<file path="src/rtl/vm_pkg.sv">
// Shared vending-machine constants: coin denominations, hopper bit order,
// refund FSM encoding and the money register width.
package vm_pkg;
    localparam int MONEY_W   = 16;
    localparam int NUM_DENOM = 4;

    localparam int EJ_50   = 0;
    localparam int EJ_100  = 1;
    localparam int EJ_500  = 2;
    localparam int EJ_1000 = 3;

    // Indexed by EJ_* so a one-hot choice lines up with EJECT directly
    localparam logic [NUM_DENOM-1:0][MONEY_W-1:0] DENOM =
        {16'd1000, 16'd500, 16'd100, 16'd50};

    localparam logic [2:0] S_IDLE   = 3'd0;
    localparam logic [2:0] S_SELECT = 3'd1;
    localparam logic [2:0] S_ISSUE  = 3'd2;
    localparam logic [2:0] S_SETTLE = 3'd3;
    localparam logic [2:0] S_FINISH = 3'd4;
endpackage

</file>
<file path="src/rtl/change_dispenser_if.sv">
// Bundle between the change dispenser, the money register, the coin
// acceptor and the hopper.
interface change_dispenser_if #(parameter int STOCK_W = 8);
    logic                       RETURN_REQ;
    logic [vm_pkg::MONEY_W-1:0] BALANCE;
    logic                       REFILL;
    logic                       COIN_IN_1000, COIN_IN_500, COIN_IN_100, COIN_IN_50;
    logic                       MINUS_1000, MINUS_500, MINUS_100, MINUS_50;
    logic [3:0]                 EJECT;
    logic                       BUSY, DONE, FAIL;
    logic [STOCK_W-1:0]         STOCK_1000, STOCK_500, STOCK_100, STOCK_50;

    modport master (
        output RETURN_REQ, BALANCE, REFILL,
               COIN_IN_1000, COIN_IN_500, COIN_IN_100, COIN_IN_50,
        input  MINUS_1000, MINUS_500, MINUS_100, MINUS_50,
               EJECT, BUSY, DONE, FAIL,
               STOCK_1000, STOCK_500, STOCK_100, STOCK_50
    );

    modport slave (
        input  RETURN_REQ, BALANCE, REFILL,
               COIN_IN_1000, COIN_IN_500, COIN_IN_100, COIN_IN_50,
        output MINUS_1000, MINUS_500, MINUS_100, MINUS_50,
               EJECT, BUSY, DONE, FAIL,
               STOCK_1000, STOCK_500, STOCK_100, STOCK_50
    );
endinterface

</file>
<file path="src/rtl/change_dispenser_coin_stock.sv">
// Per-denomination coin counter: load to INIT_STOCK, saturating increment,
// non-wrapping decrement.
module coin_stock #(
    parameter int STOCK_W    = 8,
    parameter int INIT_STOCK = 10
) (
    input  logic               CLK,
    input  logic               RST,
    input  logic               load,
    input  logic               inc,
    input  logic               dec,
    output logic [STOCK_W-1:0] count
);
    localparam logic [STOCK_W-1:0] INIT = STOCK_W'(INIT_STOCK);
    localparam logic [STOCK_W-1:0] ONE  = STOCK_W'(1);

    always_ff @(posedge CLK) begin
        if (RST || load)
            count <= INIT;
        else if (inc) begin
            if (count != '1) count <= count + ONE;
        end else if (dec) begin
            if (count != '0) count <= count - ONE;
        end
    end
endmodule

</file>
<file path="src/rtl/change_dispenser.sv">
// Refund engine: greedy largest-coin-first selection, one coin per three
// cycles, with MINUS/EJECT strobes and per-denomination stock tracking.
module change_dispenser
    import vm_pkg::*;
#(
    parameter int STOCK_W    = 8,
    parameter int INIT_STOCK = 10
) (
    input  logic              CLK,
    input  logic              RST,
    change_dispenser_if.slave bus
);
    logic [2:0]                            state;
    logic [NUM_DENOM-1:0]                  sel_q, pick, coin_in, inc, dec, eject;
    logic [NUM_DENOM-1:0][STOCK_W-1:0]     stock;
    logic                                  fail_q, idle, load;

    assign idle = (state == S_IDLE);
    assign load = idle && bus.REFILL && !bus.RETURN_REQ;

    assign coin_in[EJ_1000] = bus.COIN_IN_1000;
    assign coin_in[EJ_500]  = bus.COIN_IN_500;
    assign coin_in[EJ_100]  = bus.COIN_IN_100;
    assign coin_in[EJ_50]   = bus.COIN_IN_50;

    // Coins are only counted while the acceptor is allowed to take them
    assign inc = idle ? coin_in : '0;
    assign dec = (state == S_ISSUE) ? sel_q : '0;

    // Ascending scan so the largest fitting, in-stock coin wins
    always_comb begin
        pick = '0;
        for (int i = 0; i < NUM_DENOM; i++) begin
            if (bus.BALANCE >= DENOM[i] && stock[i] != '0) begin
                pick    = '0;
                pick[i] = 1'b1;
            end
        end
    end

    for (genvar g = 0; g < NUM_DENOM; g++) begin : g_stock
        coin_stock #(.STOCK_W(STOCK_W), .INIT_STOCK(INIT_STOCK)) u_stock (
            .CLK   (CLK),
            .RST   (RST),
            .load  (load),
            .inc   (inc[g]),
            .dec   (dec[g]),
            .count (stock[g])
        );
    end

    always_ff @(posedge CLK) begin
        if (RST) begin
            state  <= S_IDLE;
            sel_q  <= '0;
            fail_q <= 1'b0;
        end else begin
            case (state)
                S_IDLE: if (bus.RETURN_REQ) begin
                    state  <= S_SELECT;
                    fail_q <= 1'b0;
                end
                S_SELECT: begin
                    if (bus.BALANCE == '0) begin
                        state  <= S_FINISH;
                        fail_q <= 1'b0;
                    end else if (pick != '0) begin
                        sel_q <= pick;
                        state <= S_ISSUE;
                    end else begin
                        state  <= S_FINISH;
                        fail_q <= 1'b1;
                    end
                end
                S_ISSUE:  state <= S_SETTLE;
                // Gives the money register a cycle to present the new balance
                S_SETTLE: state <= S_SELECT;
                S_FINISH: state <= S_IDLE;
                default:  state <= S_IDLE;
            endcase
        end
    end

    assign eject          = (state == S_ISSUE) ? sel_q : '0;
    assign bus.EJECT      = eject;
    assign bus.MINUS_1000 = eject[EJ_1000];
    assign bus.MINUS_500  = eject[EJ_500];
    assign bus.MINUS_100  = eject[EJ_100];
    assign bus.MINUS_50   = eject[EJ_50];
    assign bus.BUSY       = !idle;
    assign bus.DONE       = (state == S_FINISH);
    assign bus.FAIL       = (state == S_FINISH) && fail_q;
    assign bus.STOCK_1000 = stock[EJ_1000];
    assign bus.STOCK_500  = stock[EJ_500];
    assign bus.STOCK_100  = stock[EJ_100];
    assign bus.STOCK_50   = stock[EJ_50];
endmodule

</file>
<file path="src/flat_wrapper.sv">
// flat-port wrapper written by rule: the top's interface ports become plain ports
module change_dispenser_flat import vm_pkg::*;
#(
    parameter int STOCK_W    = 8,
    parameter int INIT_STOCK = 10
)
  (CLK, RST, bus_RETURN_REQ, bus_BALANCE, bus_REFILL, bus_COIN_IN_1000, bus_COIN_IN_500, bus_COIN_IN_100, bus_COIN_IN_50, bus_MINUS_1000, bus_MINUS_500, bus_MINUS_100, bus_MINUS_50, bus_EJECT, bus_BUSY, bus_DONE, bus_FAIL, bus_STOCK_1000, bus_STOCK_500, bus_STOCK_100, bus_STOCK_50);
  change_dispenser_if #(.STOCK_W(STOCK_W)) bus_i ();
  input  logic CLK;
  input  logic RST;
  input wire logic [$bits(bus_i.RETURN_REQ)-1:0] bus_RETURN_REQ;
  input wire logic [$bits(bus_i.BALANCE)-1:0] bus_BALANCE;
  input wire logic [$bits(bus_i.REFILL)-1:0] bus_REFILL;
  input wire logic [$bits(bus_i.COIN_IN_1000)-1:0] bus_COIN_IN_1000;
  input wire logic [$bits(bus_i.COIN_IN_500)-1:0] bus_COIN_IN_500;
  input wire logic [$bits(bus_i.COIN_IN_100)-1:0] bus_COIN_IN_100;
  input wire logic [$bits(bus_i.COIN_IN_50)-1:0] bus_COIN_IN_50;
  output wire logic [$bits(bus_i.MINUS_1000)-1:0] bus_MINUS_1000;
  output wire logic [$bits(bus_i.MINUS_500)-1:0] bus_MINUS_500;
  output wire logic [$bits(bus_i.MINUS_100)-1:0] bus_MINUS_100;
  output wire logic [$bits(bus_i.MINUS_50)-1:0] bus_MINUS_50;
  output wire logic [$bits(bus_i.EJECT)-1:0] bus_EJECT;
  output wire logic [$bits(bus_i.BUSY)-1:0] bus_BUSY;
  output wire logic [$bits(bus_i.DONE)-1:0] bus_DONE;
  output wire logic [$bits(bus_i.FAIL)-1:0] bus_FAIL;
  output wire logic [$bits(bus_i.STOCK_1000)-1:0] bus_STOCK_1000;
  output wire logic [$bits(bus_i.STOCK_500)-1:0] bus_STOCK_500;
  output wire logic [$bits(bus_i.STOCK_100)-1:0] bus_STOCK_100;
  output wire logic [$bits(bus_i.STOCK_50)-1:0] bus_STOCK_50;
  assign bus_i.RETURN_REQ = bus_RETURN_REQ;
  assign bus_i.BALANCE = bus_BALANCE;
  assign bus_i.REFILL = bus_REFILL;
  assign bus_i.COIN_IN_1000 = bus_COIN_IN_1000;
  assign bus_i.COIN_IN_500 = bus_COIN_IN_500;
  assign bus_i.COIN_IN_100 = bus_COIN_IN_100;
  assign bus_i.COIN_IN_50 = bus_COIN_IN_50;
  assign bus_MINUS_1000 = bus_i.MINUS_1000;
  assign bus_MINUS_500 = bus_i.MINUS_500;
  assign bus_MINUS_100 = bus_i.MINUS_100;
  assign bus_MINUS_50 = bus_i.MINUS_50;
  assign bus_EJECT = bus_i.EJECT;
  assign bus_BUSY = bus_i.BUSY;
  assign bus_DONE = bus_i.DONE;
  assign bus_FAIL = bus_i.FAIL;
  assign bus_STOCK_1000 = bus_i.STOCK_1000;
  assign bus_STOCK_500 = bus_i.STOCK_500;
  assign bus_STOCK_100 = bus_i.STOCK_100;
  assign bus_STOCK_50 = bus_i.STOCK_50;
  change_dispenser #(.STOCK_W(STOCK_W), .INIT_STOCK(INIT_STOCK)) u_core (.CLK(CLK), .RST(RST), .bus(bus_i));
endmodule
</file>
<file path="config.mk">
export PLATFORM = sky130hd
export DESIGN_NAME = change_dispenser_flat
export DESIGN_NICKNAME = d
export VERILOG_FILES = /design/src/rtl/vm_pkg.sv /design/src/rtl/change_dispenser_if.sv /design/src/rtl/change_dispenser_coin_stock.sv /design/src/rtl/change_dispenser.sv /design/src/flat_wrapper.sv
export SDC_FILE = /design/constraint.sdc
export NUM_CORES = 1
export LEC_CHECK = 0
export CORE_ASPECT_RATIO = 1.1
export CORE_MARGIN = 2
export CORE_UTILIZATION = 40
export DETAILED_ROUTE_END_ITERATION = 7
export PLACE_DENSITY = 0.75
export SLEW_MARGIN = 20
export SYNTH_ARGS = -nofsm -noshare
export SYNTH_HDL_FRONTEND = slang
export SYNTH_HIERARCHICAL = 1
export SYNTH_SLANG_ARGS = --single-unit
</file>
<file path="constraint.sdc">
create_clock -name CLK -period 3.3 [get_ports CLK]
set_input_delay 0.495 -clock CLK [delete_from_list [all_inputs] [get_ports CLK]]
set_output_delay 0.495 -clock CLK [all_outputs]
set_load 0.01 [all_outputs]
</file>
## Word-level counts from Yosys, hierarchy flattened

Cells that the tools add are included.

| word-level totals | value |
|---|---|
| bits in registers | 40 |
| input port bits | 24 |
| output and inout port bits | 43 |
| word-level logic and storage cells | 96 |

| cells by class | value |
|---|---|
| add/subtract/negate cells | 8 |
| $lt $le $gt $ge | 4 |
| equal/unequal tests | 14 |
| mux-type cells | 30 |
| bitwise operators | 1 |
| reduce and logical (&&, ||, !) cells | 32 |

Operator list:

| operator | count |
|---|---|
| 8-bit two-way mux | 16 |
| 8-bit by 1-bit adder with 8-bit output (second input constant) | 4 |
| 8-bit inequality test (second input constant) | 4 |
| 8-bit nonzero test | 4 |
| 8-bit by 1-bit subtractor with 8-bit output (second input constant) | 4 |
| 3-bit AND reduction | 6 |
| 2-bit nonzero test | 9 |
| 16-bit by 10-bit greater-or-equal comparator with 1-bit output (second input constant) | 1 |
| 16-bit by 6-bit greater-or-equal comparator with 1-bit output (second input constant) | 1 |
| 16-bit by 7-bit greater-or-equal comparator with 1-bit output (second input constant) | 1 |
| 16-bit by 9-bit greater-or-equal comparator with 1-bit output (second input constant) | 1 |
| 16-bit zero test | 1 |
| 3-bit two-way mux | 4 |
| 4-bit two-way mux | 3 |
| 3-bit one-hot mux with 4 select lines | 1 |
| 2-bit inequality test (second input constant) | 5 |
| 1-bit logical AND | 7 |
| 3-bit by 2-bit equality test with 1-bit output (second input constant) | 2 |
| 1-bit two-way mux | 4 |
| 4-bit nonzero test | 1 |
| 3-bit by 1-bit equality test with 1-bit output (second input constant) | 1 |
| 3-bit equality test (second input constant) | 1 |
| 3-bit zero test | 1 |
| 3-bit by 2-bit inequality test with 1-bit output (second input constant) | 1 |
| 5 further kinds | 6 |

## Longest topological paths before layout

| logic depth | value |
|---|---|
| word-level depth | 10 |
| depth in mapped cells | 9 |
| mapped depth without buffers | 9 |

## Hierarchy

Netlist, hierarchy kept.

Modules (own cells, without submodules):

| module | times used | cells an instance | area each (um2) | sequential area each (um2) |
|---|---|---|---|---|
| coin_stock | 4 | 82 | 686.9 | 160.2 |
| change_dispenser | 1 | 85 | 666.9 | 160.2 |

## Worst setup path before layout

No wires, ideal clock.

| path | value |
|---|---|
| kind | reg-to-reg |
| start | reg u_core.state[2] |
| end | reg u_core.g_stock[0].u_stock.count[6] |
| library setup time | 0.124 ns |
| data arrival time | 2.620 ns |
| data required time | 3.176 ns |
| path slack | 0.556 ns |
| cell stages (with the launch flop) | 6 |
| path buffers | 0 |
| clock period less this slack | 2.744 ns |
| cells stage by stage | dfxtp_1 > nor3_1 > inv_1 > nor3b_1 > nor2_1 > a21boi_0 |

| on the way | value |
|---|---|
| longest elaborated chain between the ends | 4 |
| elaborated cells on any way between the ends | 12 |
| classes of those cells | eq/ne: 2; mux: 3; reduce/logical: 7 |

RTL lines:

| element | line | text |
|---|---|---|
| start: declaration | change_dispenser.sv:13 | `logic [2:0] state;` |
| start signal: assignment | change_dispenser.sv:54 | `state <= S_IDLE;` |
| start signal: assignment | change_dispenser.sv:60 | `state <= S_SELECT;` |
| start signal: assignment | change_dispenser.sv:65 | `state <= S_FINISH;` |
| 3-bit zero test | change_dispenser.sv:18 | `assign idle = (state == S_IDLE);` |
| 1-bit logical AND (2 in a row) | change_dispenser.sv:19 | `assign load = idle && bus.REFILL && !bus.RETURN_REQ;` |
| net u_core.load | change_dispenser.sv:16 | `logic fail_q, idle, load;` |
| 1-bit logical OR | change_dispenser_coin_stock.sv:18 | `if (RST \|\| load)` |
| end signal: assignment | change_dispenser_coin_stock.sv:21 | `if (count != '1) count <= count + ONE;` |
| end signal: assignment | change_dispenser_coin_stock.sv:23 | `if (count != '0) count <= count - ONE;` |
| end: declaration | change_dispenser_coin_stock.sv:12 | `output logic [STOCK_W-1:0] count` |

The timed path passes the listed nets, and every way through them passes these cells.
A chain may end at the register's enable or synchronous reset.

## Worst setup path after layout

| path | value |
|---|---|
| start | reg u_core.state[2] |
| end | reg u_core.g_stock[0].u_stock.count[7] |

| on the way | value |
|---|---|
| longest elaborated chain between the ends | 4 |
| elaborated cells on any way between the ends | 12 |
| classes of those cells | eq/ne: 2; mux: 3; reduce/logical: 7 |

RTL lines:

| element | line | text |
|---|---|---|
| 3-bit zero test * | change_dispenser.sv:18 |  |
| 4-bit two-way mux * | change_dispenser.sv:27 | `assign inc = idle ? coin_in : '0;` |
| net u_core.inc[0] | change_dispenser.sv:14 | `logic [NUM_DENOM-1:0] sel_q, pick, coin_in, inc, dec, eject;` |
| 2-bit inequality test (no line) / 2-bit nonzero test (equally long branches) | n/a |  |
| 3-bit AND reduction (no line) | n/a |  |

Mark *: on every way through the listed nets, which the timed path passes. The rest lies on a longest branch.

==> results.json <==
{
  "ys_ff_latch": 40,
  "finalHoldViolations": 0,
  "cts_tree": "yes",
  "row_count": 35,
  "numPlacedInstances": 590,
  "start_util": 0.410,
  "fp.dieArea_um2": 9290,
  "gp_congestion": 0.901,
  "grt_pass1_vias": 3329,
  "dpl.hpwl_um": 7010,
  "status": "completed",
  "min_path_type": "reg -> reg",
  "worst_slack_ns": 0.282,
  "pre_cts_slack_ns": 0.177,
  "synthCells": 413,
  "core_um2": 8320,
  "synthTopCellsByArea": "dfxtp_1, ha_1, nor3_1",
  "endpoint": "u_core/g_stock[0].u_stock/count[7]",
  "critPathArrivalTime_ns": 3.21,
  "drtIter0Drc": 136,
  "vias_per_cell": 5.90,
  "final_core_util": 0.524,
  "setup_viol": 0,
  "r2r_start": "u_core/state[2]",
  "start_kind": "flip-flop",
  "synth-edff-count": 0,
  "r2r_slack_ns": 0.28,
  "yosys-top-cells-count": "dfxtp_1, nor2_1, nor3_1",
  "final_cells": 601,
  "hold_start": "u_core/fail_q",
  "antenna_found_initial": 0,
  "diodes": 0,
  "port_buffers": 66,
  "async_reset_ff_frac": 0,
  "synth_nets": 465,
  "yosys.area.top_type": "dfxtp_1",
  "wl_per_cell_um": 15.3,
  "clk_latency_ns": 0.30,
  "clockBufferDepth": 2,
  "clk_transition_reported_paths_ns": 0.09,
  "critPathKind": "reg -> reg",
  "maxSlewHeadroom": 0.435,
  "grt_setup_unrepaired": "false",
  "yosysMostFrequentCell": "dfxtp_1",
  "max_freq_ghz": 0.331,
  "r2r-end": "u_core/g_stock[0].u_stock/count[7]",
  "cts-hold-fix-buffers": 0,
  "max_slew.worst_pin.slew_ns": 0.844,
  "die_w_um": 92.1,
  "synth_ff_type": "dfxtp_1",
  "required_ns": 3.49,
  "leakagePower_nw": 1.56,
  "drtAntennaViolNets": 0,
  "post-route-period-util": 0.915,
  "root_buffer": "clkbuf_8",
  "finClkSkew_ns": 0.0149,
  "crit_start": "u_core/state[2]",
  "maxCapViolations": 0,
  "vias": 3543,
  "fin_nets": 541,
  "final_area_um2": 4360,
  "ys_warn_count": 6,
  "grt-ovfl-total": 0,
  "yosysSeqAreaShare": 0.235,
  "synth_top_area_share": 0.235,
  "path_max_fanout": 7,
  "grt_max_degree": 21,
  "tns_ns": 0,
  "grtUsageTotal": 0.200,
  "worstRegToRegCells": 11,
  "powerDensity_nw_per_um2": 497,
  "slew_violations": 0,
  "placed_area_um2": 4210,
  "grt_pass1_wl_um": 15500,
  "end_kind": "flip-flop",
  "syn-cell-area_um2": 3410,
  "area_growth_syn_to_layout_pct": 27.7,
  "p_total_mw": 2.17,
  "ios": 67,
  "peakVddDrop_v": 0.000198,
  "ys_types": 47,
  "first_pass_iters": 4,
  "htree_num_levels": 2,
  "hold_ws_ns": 0.479,
  "drcViolationCount": 0,
  "fin_crit_ns": 3.02,
  "drt-total-wl_um": 9220,
  "clock-sinks": 40,
  "die_y_um": 101,
  "drive_gt1_frac": 0.0776,
  "synth_area_per_cell_um2": 8.27,
  "cts_buffers": 5
}
==> logic make-up (layout without fill, tap and decap cells) <==
| kind of cell | count (synthesis) | count (layout) | synth area share |
|---|---|---|---|
| compound gates | 134 | 134 | 0.302 |
| buf+inv | 29 | 106 | 0.0410 |
| xor+xnor | 12 | 12 | 0.0308 |
| fa+ha+maj | 28 | 28 | 0.111 |
| simple gates | 161 | 161 | 0.254 |
| flops | 40 | 40 | 0.235 |
| mux | 9 | 9 | 0.0264 |
==> critical path: stages, from the launching register on <==
cell        delay (ns)
dfxtp_1           0.37
nor3_2            0.29
buf_4             0.18
and2_1            0.25
clkinvlp_4        0.18
buf_4             0.18
ha_1              0.41
nand3_1           0.11
nor3_1            0.29
nor4_1            0.12
o21bai_1          0.18
a2111oi_2         0.35
==> repair_timing <==
action,CTS,global route
endpoints found under the setup margin,0,2
gates resized for setup,0,2
setup buffers,0,3
==> layout by cell type, fill, tap and decap left out, types with 5 or more instances in the layout <==
| cell type | instances |
|---|---|
| nand2_1 | 23 |
| inv_1 | 23 |
| mux2i_1 | 9 |
| o21a_1 | 6 |
| nor4_1 | 13 |
| a21oi_1 | 15 |
| xnor2_1 | 12 |
| o41ai_1 | 5 |
| ha_1 | 24 |
| a211oi_1 | 20 |
| and2_1 | 5 |
| nand4_1 | 9 |
| a21o_1 | 5 |
| nor3_1 | 30 |
| buf_4 | 8 |
| clkbuf_8 | 6 |
| nor3b_1 | 9 |
| and3_1 | 9 |
| a31oi_1 | 9 |
| o21ai_0 | 28 |
| dfxtp_1 | 40 |
| or4_1 | 8 |
| nand3_1 | 13 |
| clkdlybuf4s50_1 | 66 |
| nor2_1 | 32 |
==> power breakdown <==
group | internal (mW) | switching, mW
clock network | 0.248 | 0.183
logic | 0.507 | 0.573
registers | 0.546 | 0.112
==> sequential cells by signal, indices dropped and copies added, names as in the netlist <==
register	cells
u_core/sel_q	4
u_core/g_stock.u_stock/count	32
u_core/state	3
u_core/fail_q	1
==> final cells by class <==
type,instances,area [um2]
timing repair buffer,74,721
inverter,24,93.8
clock inverter,2,38.8
multi-input combinational,344,2480
fill,822,3960
tap,111,139
clock buffer,6,82.6
sequential,40,801
==> worst min-delay path by stage <==
stage / end / slack (ns) / depth (start not counted)
3_5_place_dp: u_core/fail_q / 0.45 / 1
5_1_grt: u_core/fail_q / 0.53 / 1
6_report: u_core/fail_q / 0.48 / 1
2_1_floorplan: u_core/fail_q / 0.43 / 1
3_3_place_gp: u_core/fail_q / 0.45 / 1
4_1_cts: u_core/fail_q / 0.48 / 1
==> per-layer routing <==
layer | part of all wire | wire length (um) | global-route usage
met3 | 0.035 | 321 | 0.0269
met2 | 0.48 | 4470 | 0.347
met5 | 0 | 0 | 0
met1 | 0.46 | 4230 | 0.258
met4 | 0.021 | 197 | 0.0654
(Power assumes the default switching activity.)
==> RTL change: new RTL, config.mk and constraints unchanged <==
Make the reset (`RST`) asynchronous in one clocked block.
--- a/src/rtl/change_dispenser.sv
+++ b/src/rtl/change_dispenser.sv
@@ -49,7 +49,7 @@
         );
     end
 
-    always_ff @(posedge CLK) begin
+    always_ff @(posedge CLK or posedge RST) begin
         if (RST) begin
             state  <= S_IDLE;
             sel_q  <= '0;
Check against the original RTL: differs if RST is asserted again (counterexample within 4 cycles, from zero or initial values and one cycle with RST high); with RST held inactive, the same outputs for 10 cycles.
==> RTL change against the unedited design <==
Worst setup slack got worse by 0.11 ns; design area increased by 0.46%; sequential share of layout area increased by 0.83 points; routed wire length increased by 0.27%; sequential cell count unchanged; utilization decreased by 0.31 points; synthesized area increased by 2.0%.
Power is not compared: it rests on default switching activity, and its combinational part moved more than twofold at a synthesized area within 25%.
==> RTL change: results (changes against the unedited design) <==
.. list-table::
   :header-rows: 1

   * - Metric
     - Value
   * - Outcome
     - finished, final reports clean
   * - First-pass iteration count of the detailed router
     - 5 (+1)
   * - Vias in the first global route
     - 3426 (+2.9%)
   * - Part of the Yosys area used for sequential elements
     - 24.1% (+0.69 points)
   * - Met2 demand-to-capacity share in global routing
     - 34.7% (about the same)
   * - Min Tclk post-route
     - 3.13 ns (+0.113 ns)
   * - Total length of routed met3 wires
     - 487 um (+52%)
   * - Top cells by area in the synthesized netlist
     - sky130_fd_sc_hd__dfxtp_1 (18%), sky130_fd_sc_hd__ha_1 (8.6%), sky130_fd_sc_hd__dfrtp_1 (5.7%), sky130_fd_sc_hd__o21ai_0 (4.5%), sky130_fd_sc_hd__a211oi_1 (4.3%)
   * - Worst hold margin
     - 0.504 ns (+0.0248 ns)
   * - Share of synthesized area spent on multiplexers
     - 2.91% (+0.27 points)
   * - Met2 wire length
     - 4.54 mm (+1.5%)
   * - Startpoint of the most critical hold path
     - u_core/state[2]$_DFFE_PP0P_
   * - Share of synthesized cell area in full adder, half adder and majority cells
     - 10.9% (-0.22 points)
   * - Met1 layer wirelength in the final routing
     - 4.07 mm (-3.9%)
   * - First-pass GRT wire length
     - 15.5 mm (-0.44%)
   * - Flop-to-flop setup slack
     - 0.17 ns (-0.11 ns)
   * - Combined global-route utilization of all metal layers
     - 19.9% (-0.18 points)
   * - Total detailed-routing wirelength
     - 9.24 mm (+0.27%)
   * - Slowest-stage cell, CP
     - sky130_fd_sc_hd__dfrtp_1
   * - DR WL/cell
     - 15.5 um (+0.77%)
   * - Fin nets
     - 538 (-0.55%)
   * - Slew at the pin with the worst max-slew slack
     - 0.657 ns (-0.187 ns)
   * - Half-perimeter wire length of the detailed placement result
     - 7.22 mm (+3.0%)
   * - Proportion of layout cells with a drive suffix above 1
     - 8.01% (+0.25 points)
   * - CP Data Arrival Time
     - 3.32 ns (+0.11 ns)
   * - Placement-stage cell area
     - 4290 um^2 (+1.9%)
   * - Path depth of the worst reg2reg path
     - 10 (-1)
   * - Worst clock skew
     - 0.00677 ns (-0.00811 ns)
   * - Met3 Track Usage GR
     - 3.91% (+1.2 points)
   * - DP Worst Slack
     - 0.163 ns (-0.0140 ns)
   * - Hold Path Sink
     - u_core/state[0]$_DFFE_PP0P_
   * - Synth Area in Compound Gates
     - 29.7% (-0.55 points)
-- RTL change: cell count changes in the layout (fill, tap and decap cells not counted), sizes merged, moves of 2 or more --
cell,change
and3,-4
nor3,-6
nand3,+3
o21a,-2
o211ai,-2
and2,+4
o21ai,+3
inv,+4
dfxtp,-8
buf,-4
dfrtp,+8
-- RTL change: worst reg2reg max path, delay by kind of cell (launching register included) --
kind | cells | cell delay (ns)
buffers and inverters | 2 | 0.41
DFF | 1 | 0.43
AOI/OAI and AO/OA | 2 | 0.67
and+or+nand+nor | 5 | 1.17
adders and majority gates | 1 | 0.37
-- RTL change: power breakdown --
group	switching [uW]	total [uW]	internal [uW]
Clock	169	335	167
Sequential	258	899	641
Combinational	1470	2730	1260
Total	1900	3970	2070
-- RTL change: layout make-up --
cell class / count / area [um^2]
clock inverters: 2 / 10.0
inverters: 27 / 101
clock buffers: 6 / 82.6
repair buffers: 70 / 691
fillers: 793 / 4030
well taps: 111 / 139
flip-flops and latches: 40 / 841
multi-input cells: 342 / 2510
